[src/rtl/eth_pkg.sv]
// Shared Ethernet/IPv4/UDP constants, tuser layout and parser state type.
package eth_pkg;

  localparam logic [15:0] ETHERTYPE_IPV4 = 16'h0800;
  localparam logic [7:0]  IP_PROTO_UDP   = 8'h11;
  localparam logic [7:0]  IPV4_VER_IHL   = 8'h45;

  // Byte offsets from the start of the Ethernet frame.
  localparam int OFF_ETHERTYPE = 12;
  localparam int OFF_VER_IHL   = 14;
  localparam int OFF_IP_PROTO  = 23;
  localparam int OFF_UDP_DPORT = 36;
  localparam int HDR_LEN       = 42;
  localparam int BEAT_BYTES    = 8;

  localparam int TUSER_ERR_BIT = 0;
  localparam int TUSER_TS_LSB  = 8;
  localparam int TUSER_TS_MSB  = 71;

  typedef enum logic [1:0] {
    ST_HDR,
    ST_PAYLOAD,
    ST_FLUSH,
    ST_DROP
  } parser_state_e;

  // Contiguous-from-bit-0 byte enable for n valid bytes (n <= 8).
  function automatic logic [7:0] keep_mask(input logic [3:0] n);
    logic [8:0] m;
    m = (9'd1 << n) - 9'd1;
    return m[7:0];
  endfunction

  // Number of valid bytes in a beat.
  function automatic logic [3:0] keep_count(input logic [7:0] keep);
    logic [3:0] c;
    c = 4'd0;
    for (int i = 0; i < 8; i++) begin
      if (keep[i]) c = c + 4'd1;
    end
    return c;
  endfunction

endpackage

[src/rtl/udp_rx_parser.sv]
// UDP receive parser: checks Eth/IPv4/UDP headers, drops non-matching frames,
// strips the 42-byte header and re-aligns the payload to byte 0.
//
// state      | meaning
// -----------+------------------------------------------------------------
// ST_HDR     | collecting beats 0-4, header fields latched, decide on beat 4
// ST_PAYLOAD | forwarding payload through the 6-byte holding register
// ST_FLUSH   | input stalled, emitting the held tail of the frame
// ST_DROP    | discarding the rest of a rejected frame
module udp_rx_parser
  import eth_pkg::*;
#(
  parameter int USER_WIDTH = 72,
  parameter int CNT_WIDTH  = 32
) (
  input  logic                  clk,
  input  logic                  rst,
  input  logic [15:0]           cfg_udp_port,
  input  logic [63:0]           s_axis_tdata,
  input  logic [7:0]            s_axis_tkeep,
  input  logic                  s_axis_tlast,
  input  logic [USER_WIDTH-1:0] s_axis_tuser,
  input  logic                  s_axis_tvalid,
  output logic                  s_axis_tready,
  output logic [63:0]           m_axis_tdata,
  output logic [7:0]            m_axis_tkeep,
  output logic                  m_axis_tlast,
  output logic [USER_WIDTH-1:0] m_axis_tuser,
  output logic                  m_axis_tvalid,
  input  logic                  m_axis_tready,
  output logic [CNT_WIDTH-1:0]  frames_ok,
  output logic [CNT_WIDTH-1:0]  frames_drop,
  output logic [CNT_WIDTH-1:0]  frames_err
);

  localparam logic [2:0] BEAT_ETYPE  = 3'(OFF_ETHERTYPE / BEAT_BYTES);
  localparam logic [2:0] BEAT_VERIHL = 3'(OFF_VER_IHL / BEAT_BYTES);
  localparam logic [2:0] BEAT_PROTO  = 3'(OFF_IP_PROTO / BEAT_BYTES);
  localparam logic [2:0] BEAT_DPORT  = 3'(OFF_UDP_DPORT / BEAT_BYTES);
  localparam int LANE_ETYPE  = OFF_ETHERTYPE % BEAT_BYTES;
  localparam int LANE_VERIHL = OFF_VER_IHL % BEAT_BYTES;
  localparam int LANE_PROTO  = OFF_IP_PROTO % BEAT_BYTES;
  localparam int LANE_DPORT  = OFF_UDP_DPORT % BEAT_BYTES;

  parser_state_e state_q, state_d;
  logic [2:0]  beat_q, beat_d;
  logic [15:0] port_q, port_d;
  logic [15:0] etype_q, etype_d;
  logic [7:0]  verihl_q, verihl_d;
  logic [7:0]  proto_q, proto_d;
  logic [63:0] ts_q, ts_d;
  logic        first_q, first_d;
  logic [47:0] hold_q, hold_d;
  logic [7:0]  flush_keep_q, flush_keep_d;
  logic        flush_err_q, flush_err_d;

  logic                  m_tvalid_q, m_tvalid_d;
  logic [63:0]           m_tdata_q, m_tdata_d;
  logic [7:0]            m_tkeep_q, m_tkeep_d;
  logic                  m_tlast_q, m_tlast_d;
  logic [USER_WIDTH-1:0] m_tuser_q, m_tuser_d;

  logic [CNT_WIDTH-1:0] ok_q, ok_d, drop_q, drop_d, err_q, err_d;

  logic        out_free;
  logic        s_ready;
  logic        in_hs;
  logic [3:0]  n_last;
  logic        last_err;
  logic        hdr_ok;
  logic [15:0] dport_in;
  logic        drop_inc;
  logic        out_last_hs;
  logic        unused_tuser;

  assign unused_tuser = ^s_axis_tuser[7:1];

  // Next-state, realign datapath, output register load and counter updates.
  always_comb begin
    state_d      = state_q;
    beat_d       = beat_q;
    port_d       = port_q;
    etype_d      = etype_q;
    verihl_d     = verihl_q;
    proto_d      = proto_q;
    ts_d         = ts_q;
    first_d      = first_q;
    hold_d       = hold_q;
    flush_keep_d = flush_keep_q;
    flush_err_d  = flush_err_q;
    m_tvalid_d   = m_tvalid_q && !m_axis_tready;
    m_tdata_d    = m_tdata_q;
    m_tkeep_d    = m_tkeep_q;
    m_tlast_d    = m_tlast_q;
    m_tuser_d    = m_tuser_q;
    ok_d         = ok_q;
    drop_d       = drop_q;
    err_d        = err_q;
    drop_inc     = 1'b0;
    hdr_ok       = 1'b0;

    out_free = !m_tvalid_q || m_axis_tready;
    case (state_q)
      ST_PAYLOAD: s_ready = out_free;
      ST_FLUSH:   s_ready = 1'b0;
      default:    s_ready = 1'b1;
    endcase
    in_hs    = s_axis_tvalid && s_ready;
    n_last   = keep_count(s_axis_tkeep);
    last_err = s_axis_tlast && s_axis_tuser[TUSER_ERR_BIT];
    dport_in = {s_axis_tdata[8*LANE_DPORT +: 8], s_axis_tdata[8*(LANE_DPORT+1) +: 8]};

    case (state_q)
      ST_HDR: begin
        if (in_hs) begin
          if (beat_q == 3'd0) begin
            ts_d   = s_axis_tuser[TUSER_TS_MSB:TUSER_TS_LSB];
            port_d = cfg_udp_port;
          end
          if (beat_q == BEAT_ETYPE)
            etype_d = {s_axis_tdata[8*LANE_ETYPE +: 8], s_axis_tdata[8*(LANE_ETYPE+1) +: 8]};
          if (beat_q == BEAT_VERIHL)
            verihl_d = s_axis_tdata[8*LANE_VERIHL +: 8];
          if (beat_q == BEAT_PROTO)
            proto_d = s_axis_tdata[8*LANE_PROTO +: 8];

          hdr_ok = (etype_q == ETHERTYPE_IPV4) && (verihl_q == IPV4_VER_IHL) &&
                   (proto_q == IP_PROTO_UDP) && (dport_in == port_q);

          if (s_axis_tlast) begin
            drop_inc = 1'b1;
            beat_d   = 3'd0;
          end else if (beat_q == BEAT_DPORT) begin
            beat_d  = 3'd0;
            first_d = 1'b1;
            state_d = hdr_ok ? ST_PAYLOAD : ST_DROP;
          end else begin
            beat_d = beat_q + 3'd1;
          end
        end
      end

      ST_PAYLOAD: begin
        if (in_hs) begin
          hold_d  = s_axis_tdata[63:16];
          first_d = 1'b0;
          if (first_q) begin
            // Payload begins at lane 2 of this beat; nothing is held yet.
            if (s_axis_tlast) begin
              state_d = ST_HDR;
              if (n_last > 4'd2) begin
                m_tvalid_d = 1'b1;
                m_tdata_d  = {16'h0, s_axis_tdata[63:16]};
                m_tkeep_d  = keep_mask(n_last - 4'd2);
                m_tlast_d  = 1'b1;
                m_tuser_d  = '0;
                m_tuser_d[TUSER_TS_MSB:TUSER_TS_LSB] = ts_q;
                m_tuser_d[TUSER_ERR_BIT] = last_err;
              end else begin
                drop_inc = 1'b1;
              end
            end
          end else begin
            m_tvalid_d = 1'b1;
            m_tdata_d  = {s_axis_tdata[15:0], hold_q};
            m_tkeep_d  = 8'hFF;
            m_tlast_d  = 1'b0;
            m_tuser_d  = '0;
            m_tuser_d[TUSER_TS_MSB:TUSER_TS_LSB] = ts_q;
            if (s_axis_tlast) begin
              if (n_last <= 4'd2) begin
                m_tkeep_d = keep_mask(4'd6 + n_last);
                m_tlast_d = 1'b1;
                m_tuser_d[TUSER_ERR_BIT] = last_err;
                state_d   = ST_HDR;
              end else begin
                flush_keep_d = keep_mask(n_last - 4'd2);
                flush_err_d  = last_err;
                state_d      = ST_FLUSH;
              end
            end
          end
        end
      end

      ST_FLUSH: begin
        if (out_free) begin
          m_tvalid_d = 1'b1;
          m_tdata_d  = {16'h0, hold_q};
          m_tkeep_d  = flush_keep_q;
          m_tlast_d  = 1'b1;
          m_tuser_d  = '0;
          m_tuser_d[TUSER_TS_MSB:TUSER_TS_LSB] = ts_q;
          m_tuser_d[TUSER_ERR_BIT] = flush_err_q;
          state_d    = ST_HDR;
        end
      end

      default: begin
        if (in_hs && s_axis_tlast) begin
          drop_inc = 1'b1;
          state_d  = ST_HDR;
        end
      end
    endcase

    out_last_hs = m_tvalid_q && m_axis_tready && m_tlast_q;
    if (out_last_hs && !m_tuser_q[TUSER_ERR_BIT]) ok_d = ok_q + CNT_WIDTH'(1);
    if (out_last_hs && m_tuser_q[TUSER_ERR_BIT])  err_d = err_q + CNT_WIDTH'(1);
    if (drop_inc) drop_d = drop_q + CNT_WIDTH'(1);
  end

  // State, datapath and counter registers; reset discards any partial output.
  always_ff @(posedge clk or posedge rst) begin
    if (rst) begin
      state_q      <= ST_HDR;
      beat_q       <= '0;
      port_q       <= '0;
      etype_q      <= '0;
      verihl_q     <= '0;
      proto_q      <= '0;
      ts_q         <= '0;
      first_q      <= 1'b0;
      hold_q       <= '0;
      flush_keep_q <= '0;
      flush_err_q  <= 1'b0;
      m_tvalid_q   <= 1'b0;
      m_tdata_q    <= '0;
      m_tkeep_q    <= '0;
      m_tlast_q    <= 1'b0;
      m_tuser_q    <= '0;
      ok_q         <= '0;
      drop_q       <= '0;
      err_q        <= '0;
    end else begin
      state_q      <= state_d;
      beat_q       <= beat_d;
      port_q       <= port_d;
      etype_q      <= etype_d;
      verihl_q     <= verihl_d;
      proto_q      <= proto_d;
      ts_q         <= ts_d;
      first_q      <= first_d;
      hold_q       <= hold_d;
      flush_keep_q <= flush_keep_d;
      flush_err_q  <= flush_err_d;
      m_tvalid_q   <= m_tvalid_d;
      m_tdata_q    <= m_tdata_d;
      m_tkeep_q    <= m_tkeep_d;
      m_tlast_q    <= m_tlast_d;
      m_tuser_q    <= m_tuser_d;
      ok_q         <= ok_d;
      drop_q       <= drop_d;
      err_q        <= err_d;
    end
  end

  assign s_axis_tready = s_ready;
  assign m_axis_tvalid = m_tvalid_q;
  assign m_axis_tdata  = m_tdata_q;
  assign m_axis_tkeep  = m_tkeep_q;
  assign m_axis_tlast  = m_tlast_q;
  assign m_axis_tuser  = m_tuser_q;
  assign frames_ok     = ok_q;
  assign frames_drop   = drop_q;
  assign frames_err    = err_q;

endmodule

[config.mk]
export PLATFORM = sky130hd
export DESIGN_NAME = udp_rx_parser
export DESIGN_NICKNAME = d
export VERILOG_FILES = /design/src/rtl/eth_pkg.sv /design/src/rtl/udp_rx_parser.sv
export SDC_FILE = /design/constraint.sdc
export NUM_CORES = 1
export LEC_CHECK = 0
export ABC_AREA = 1
export CAP_MARGIN = 10
export CORE_UTILIZATION = 60
export DETAILED_ROUTE_END_ITERATION = 10
export DONT_BUFFER_PORTS = 1
export PLACE_DENSITY_LB_ADDON = 0.08
export SLEW_MARGIN = 20
export SYNTH_ARGS = -nofsm -noshare
export SYNTH_HDL_FRONTEND = slang
export SYNTH_SLANG_ARGS = --single-unit
[constraint.sdc]
create_clock -name clk -period 21 [get_ports clk]
set_input_delay 3.15 -clock clk [delete_from_list [all_inputs] [get_ports clk]]
set_output_delay 3.15 -clock clk [all_outputs]
set_load 0.02 [all_outputs]
After elaboration in Yosys (flattened, before gate mapping)
Cells that the tools add are included.
{ "totals": {"inputBits": 165, "mem_bits_rw": 0, "reg_bits": 417, "romBits": 0, "latch_bits": 0, "mem_count": 0} }
{ "classes": {"shifts": 2, "addsub": 15, "n_div": 0, "mux": 72, "n_eq_ne": 17, "order_cmp": 2, "bitwise_logic": 2, "reduce_logical": 29, "multipliers": 0} }
{ "ops": {"columns": ["operator", "n"], "rows": [
  ["$mux W72", 5],
  ["$mux W64", 5],
  ["$pmux W72 S2", 1],
  ["$pmux W64 S2", 1],
  ["$add A32 B1 Y32 const B", 3],
  ["$mux W8", 7],
  ["$add A4 B1 Y4 const B", 7],
  ["$mux W4", 7],
  ["$mux W1", 26],
  ["$mux W2", 11],
  ["$eq A16 B12 Y1 const B", 1],
  ["$eq A16 B16 Y1", 1],
  ["$pmux W8 S2", 1],
  ["$shl A1 B4 Y8 const A", 2],
  ["$sub A8 B1 Y8 const B", 2],
  ["$reduce_and A5 Y1", 3],
  ["$ne A2 B2 Y1 const B", 6],
  ["$logic_and A1 B1 Y1", 11],
  ["$reduce_and A3 Y1", 3],
  ["$eq A8 B5 Y1 const B", 1],
  ["$eq A8 B7 Y1 const B", 1],
  ["$pmux W1 S2", 4],
  ["$reduce_and A7 Y1", 1],
  ["$mux W3", 2],
  ["21 further kinds", 27]
]} }

Depth between registers and ports, before layout
{ "depth": {"depth_word": 23, "depth_mapped": 38, "ltp_nobuf": 38} }

Worst setup path after synthesis
No wires, ideal clock.
{ "synth_path": {"kind": "input to register", "startpoint": "in s_axis_tkeep[0]", "endpoint": "reg m_tkeep_q[2] (netlist: m_axis_tkeep[2])", "slack_ps": 13222, "cell_stages": 31, "arrival_time_ps": 7713, "path_buffers": 0, "path_cell_list": "inv_1 ha_1 inv_1 nand2_1 nand2_1 ha_1 nand2_1 nand2_1 ha_1 or2_2 nand2_1 inv_1 ha_1 nand2_1 nand2_1 ha_1 or2_2 and2_1 ha_1 nand2_1 nand2_1 inv_1 ha_1 inv_1 nor2_1 nand2_1 ha_1 or2_2 nand3_1 nand3_1 nand2_1"} }
{ "synth_via": {"elab_chain_cells": 23} }
{ "synth_lines": {"columns": ["element", "line", "source"], "rows": [
  ["from (decl)", "udp_rx_parser.sv:20", "input logic [7:0] s_axis_tkeep,"],
  ["$mux W1 *", "eth_pkg.sv:39", "if (keep[i]) c = c + 4'd1;"],
  ["$add A4 B1 Y4", "eth_pkg.sv:39", null],
  ["$mux W4 *", "eth_pkg.sv:39", null],
  ["$add A4 B1 Y4", "eth_pkg.sv:39", null],
  ["$mux W4 *", "eth_pkg.sv:39", null],
  ["$add A4 B1 Y4", "eth_pkg.sv:39", null],
  ["$mux W4 *", "eth_pkg.sv:39", null],
  ["$add A4 B1 Y4", "eth_pkg.sv:39", null],
  ["[7 not listed]", null, null],
  ["$add A3 B4 Y4 or $sub A4 B2 Y4 (tied branches)", "udp_rx_parser.sv:172, udp_rx_parser.sv:154", null],
  ["$shl A1 B4 Y8", "eth_pkg.sv:30", "m = (9'd1 << n) - 9'd1;"],
  ["$sub A8 B1 Y8", "eth_pkg.sv:30", null],
  ["$mux W8, on equally long branches", "udp_rx_parser.sv:171, udp_rx_parser.sv:151", null],
  ["$mux W8, on equally long branches", "udp_rx_parser.sv:170, udp_rx_parser.sv:149", null],
  ["$mux W8", "udp_rx_parser.sv:147", "if (first_q) begin"],
  ["$mux W8", "udp_rx_parser.sv:144", "if (in_hs) begin"],
  ["$pmux W8 S2", "udp_rx_parser.sv:113", "case (state_q)"],
  ["to (signal assigned)", "udp_rx_parser.sv:249", "m_tkeep_q <= m_tkeep_d;"],
  ["to (decl)", "udp_rx_parser.sv:59", "logic [7:0] m_tkeep_q, m_tkeep_d;"]
]} }
Mark *: on every way between the ends. The rest lies on a longest branch, timed or not. The select of a mux whose other input is x is not followed.
A chain may end at the register's enable or synchronous reset.

Worst setup path in the final report
{ "layout_path": {"startpoint": "in s_axis_tkeep[0]", "endpoint": "reg m_tdata_q[53] (netlist: m_axis_tdata[53])"} }
{ "layout_via": {"elab_chain_cells": 18} }
{ "layout_lines": {"columns": ["element", "line", "source"], "rows": [
  ["$mux W1 *", "eth_pkg.sv:39", null],
  ["$add A4 B1 Y4", "eth_pkg.sv:39", null],
  ["$mux W4 *", "eth_pkg.sv:39", null],
  ["$add A4 B1 Y4", "eth_pkg.sv:39", null],
  ["$mux W4 *", "eth_pkg.sv:39", null],
  ["$add A4 B1 Y4", "eth_pkg.sv:39", null],
  ["$mux W4 *", "eth_pkg.sv:39", null],
  ["$add A4 B1 Y4", "eth_pkg.sv:39", null],
  ["[2 not listed]", null, null],
  ["$mux W4 *", "eth_pkg.sv:39", null],
  ["$add A4 B1 Y4", "eth_pkg.sv:39", null],
  ["$mux W4 *", "eth_pkg.sv:39", null],
  ["$add A4 B1 Y4", "eth_pkg.sv:39", null],
  ["$mux W4 *", "eth_pkg.sv:39", null],
  ["$gt A4 B2 Y1 *", "udp_rx_parser.sv:151", "if (n_last > 4'd2) begin"],
  ["$ne A3 B3 Y1 (no line) *", null, null],
  ["$reduce_and A5 Y1 (no line) *", null, null],
  ["to (signal assigned)", "udp_rx_parser.sv:248", "m_tdata_q <= m_tdata_d;"],
  ["to (decl)", "udp_rx_parser.sv:58", "logic [63:0] m_tdata_q, m_tdata_d;"]
]} }
Mark *: on every way between the ends. The rest lies on a longest branch, timed or not.

==> results.toml <==
[setup_path]
critPathMaxFanout = 126
cp_common_cell = "nand2_1"
rr_worst_depth = 14
required_ns = 21.37
critPathKind = "input pin to register"
slowest_delay_ns = 0.69
cp-start-kind = "input pin"
slowest_stage = "buf_4"
crit_path_end_kind = "register"
critical_path_arrival_ns = 8.78

[drt]
ant_nets = 0
initialDrtViolationCount = 812
route.vias.total = 13408
drt_first_pass_iters = 6
remaining_drc_errors = 0
post_drt_wl_per_cell_um = 17.2
drt_wl_total_um = 42300
post_drt_via_cell_ratio = 5.47

[synth]
ys_top_cells_by_area = "dfrtp_1 (55%), nand2_1 (13%), o21ai_0 (4.8%)"
synth.avg_cell_area_sq_um = 9.14
synth_cell_type_count = 47
synth_compound_gate_area_share = 0.0746
synth_top_family_by_area = "simple AND/OR/NAND/NOR gates"
synth_top_area_frac = 0.549
synth_edf_count = 0
synth_mux_area_frac = 0.0470
yosysSeqAreaShare = 0.549
synth_seq_cells = 410
postSynth.asyncResetShare = 1.00
netlist_instances = 2045
synth_fa_ha_area_frac = 0.0141
mappedNetlistArea_sq_um = 18700
synth_xor_xnor_area_share = 0.0483
synth-simple-area-share = 0.208
synthFlopType = "dfrtp_1"
yosys_warnings = 0
synth_top_area_cell = "dfrtp_1"

[grt]
grt_pass1_wl_um = 66400
grt_overflow = 0
grt_pass1_vias = 12920
grt_max_degree = 131
grt_usage = 0.264
grt_antenna_before_repair = 6

[clock_tree]
cts_buffer_depth = 3
clockRootBuffer = "clkbuf_16"
cts.sinks = 410
cts_tree = "yes"
path_clk_slew_ns = 0.06
ctsResizeCount = 0
h-tree-depth = 2
hold_buffers = 0
cts_setup_buffers = 0
numCtsBuffers = 43
clock_insertion_delay_worst_skew_ns = 0.53

[final_layout]
nets = 2209
fillers = 2497
fin_cells = 2452
drive_above_1_share = 0.105
area_growth_pct = 8.63
fin_area_sq_um = 20300
layout_common_cells = "nand2_1 (650), dfrtp_1 (410), o21ai_0 (179)"
layout_commonest_cell = "nand2_1"

[floorplanning]
initial_core_util = 0.611
die_w_um = 179
rows = 64
dieArea_sq_um = 31900
die_h_um = 179
core_area_sq_um = 30600
io_pins = 408

[min_path]
hold_path_class = "register to register"
min_path_cells = 2

[power]
pwr-share-comb = 0.274
pwr-share-clk = 0.252
p_per_area_nw_per_um2 = 151
fin_total_pwr_w = 0.00307
power.net_switching_w = 0.00121
intPower_w = 0.00186
p_leak_nw = 10.1
power_frac_seq = 0.474
peakVddDrop_uv = 95.4
swShare = 0.393

[timing]
worst_pin_slew_ns = 0.924
fin_setup_tns_ns = 0
rsz0062_at_grt = "no"
hold_slack_ns = 0.460
final.period_utilization = 0.400
hold_viol_final = 0
finClkSkew_ns = 0.0126
slew_headroom = 0.384
fmax_mhz = 119
fin_crit_ns = 8.41
slew_viol_final = 0
finalSetupViolCount = 0

[status]
outcome = "finished clean"

[placement]
place_hpwl_um = 29500
portBuffers = 0
post_dp_cell_area_sq_um = 18900
dpl.cell_count = 2374
routabilityCongestion = 0.901

[job]
maxCapViolCount = 0
[cells by family (layout without fill, tap and decap cells)]
group / after synthesis / after routing
muxes: 78 / 78
xor gates and xnor gates: 103 / 103
buffers and inverters: 247 / 249
AOI/OAI and AO/OA: 251 / 251
DFF: 410 / 410
other: 1 / 10
and+or+nand+nor: 934 / 934
adders and majority gates: 21 / 21
[flip-flops by register name, indices dropped and copies added, names as in the netlist, 8 cells and up]
name and count:
frames_ok 32, verihl_q 8, frames_err 32, etype_q 16, frames_drop 32, proto_q 8
ts_q 64, m_axis_tuser 65, hold_q 48, m_axis_tdata 64, port_q 16, flush_keep_q 8
m_axis_tkeep 8
[critical path, delay by kind of cell]
| kind | cells | cell delay [ns] |
|---|---|---|
| AOI/OAI and AO/OA | 2 | 0.34 |
| and+or+nand+nor | 17 | 2.67 |
| buffers and inverters | 5 | 0.90 |
| adders and majority gates | 6 | 1.67 |
[Yosys cell counts (3+ instances only)]
library cell and count:
nand3_2 6, clkbuf_1 36, nor2_1 98, xor2_1 53, mux2_2 78, ha_1 21
buf_2 19, buf_6 13, nor4_2 3, o21ai_1 17, or2_2 4, inv_1 161
o211ai_1 3, nand2_2 11, xnor2_1 50, buf_4 12, a21oi_1 18, nand2_1 650
a31oi_1 3, nand4_1 18, dfrtp_1 410, nand3_1 87, o21ai_0 179, nor3_1 29
o21ai_2 21, nor4_1 16
[per-stage QoR]
step | util | setup WS, ns
finish | 0.664 | 12.59
global route | 0.664 | 12.16
CTS | 0.663 | 12.59
detailed placement | 0.616 | 12.05
global placement | 0.616 | 12.13
floorplan | - | 6.44
[worst paths after layout]
| path | from | slack (ns) | end |
|---|---|---|---|
| min | ts_q[61]$_DFFE_PP0P_ | 0.46 | m_axis_tuser[69]$_DFFE_PP0P_ |
| max in group asynchronous | rst | 16.25 | ts_q[43]$_DFFE_PP0P_ |
| max | s_axis_tkeep[0] | 12.59 | m_axis_tdata[53]$_DFFE_PP0P_ |
| max reg2reg | state_q[0]$_DFFE_PP0P_ | 16.97 | m_axis_tdata[53]$_DFFE_PP0P_ |
| min reg2reg | ts_q[61]$_DFFE_PP0P_ | 0.46 | m_axis_tuser[69]$_DFFE_PP0P_ |
| min in group asynchronous | rst | 2.65 | m_axis_tuser[8]$_DFFE_PP0P_ |
[power by group through the flow]
stage / registers (W) / logic, W / clock network (W)
after floorplan: 0.00139 / 0.000735 / 0
after global placement: 0.00146 / 0.000815 / 0
after CTS: 0.00146 / 0.000854 / 0.000787
after global routing: 0.00149 / 0.000973 / 0.000821
after detailed placement: 0.00147 / 0.000853 / 0
final: 0.00146 / 0.000843 / 0.000773
[final cells by class]
type	count	area, sq um	area share
clock buffers	65	1290	0.0636
clock inverters	10	153	0.00752
well taps	396	495	0.0244
diodes	3	7.51	0.000370
repair buffers	11	86.3	0.00425
inverters	163	619	0.0305
multi-input cells	1394	7400	0.364
flip-flops and latches	410	10300	0.505
[routing by layer]
metal,global-route usage,vias up,part of all wire
li1,-,6502,-
met1,0.331,6414,0.40
met2,0.433,410,0.48
met3,0.0861,76,0.091
met4,0.0816,6,0.025
met5,0,-,0.00090
(Power assumes the default switching activity.)
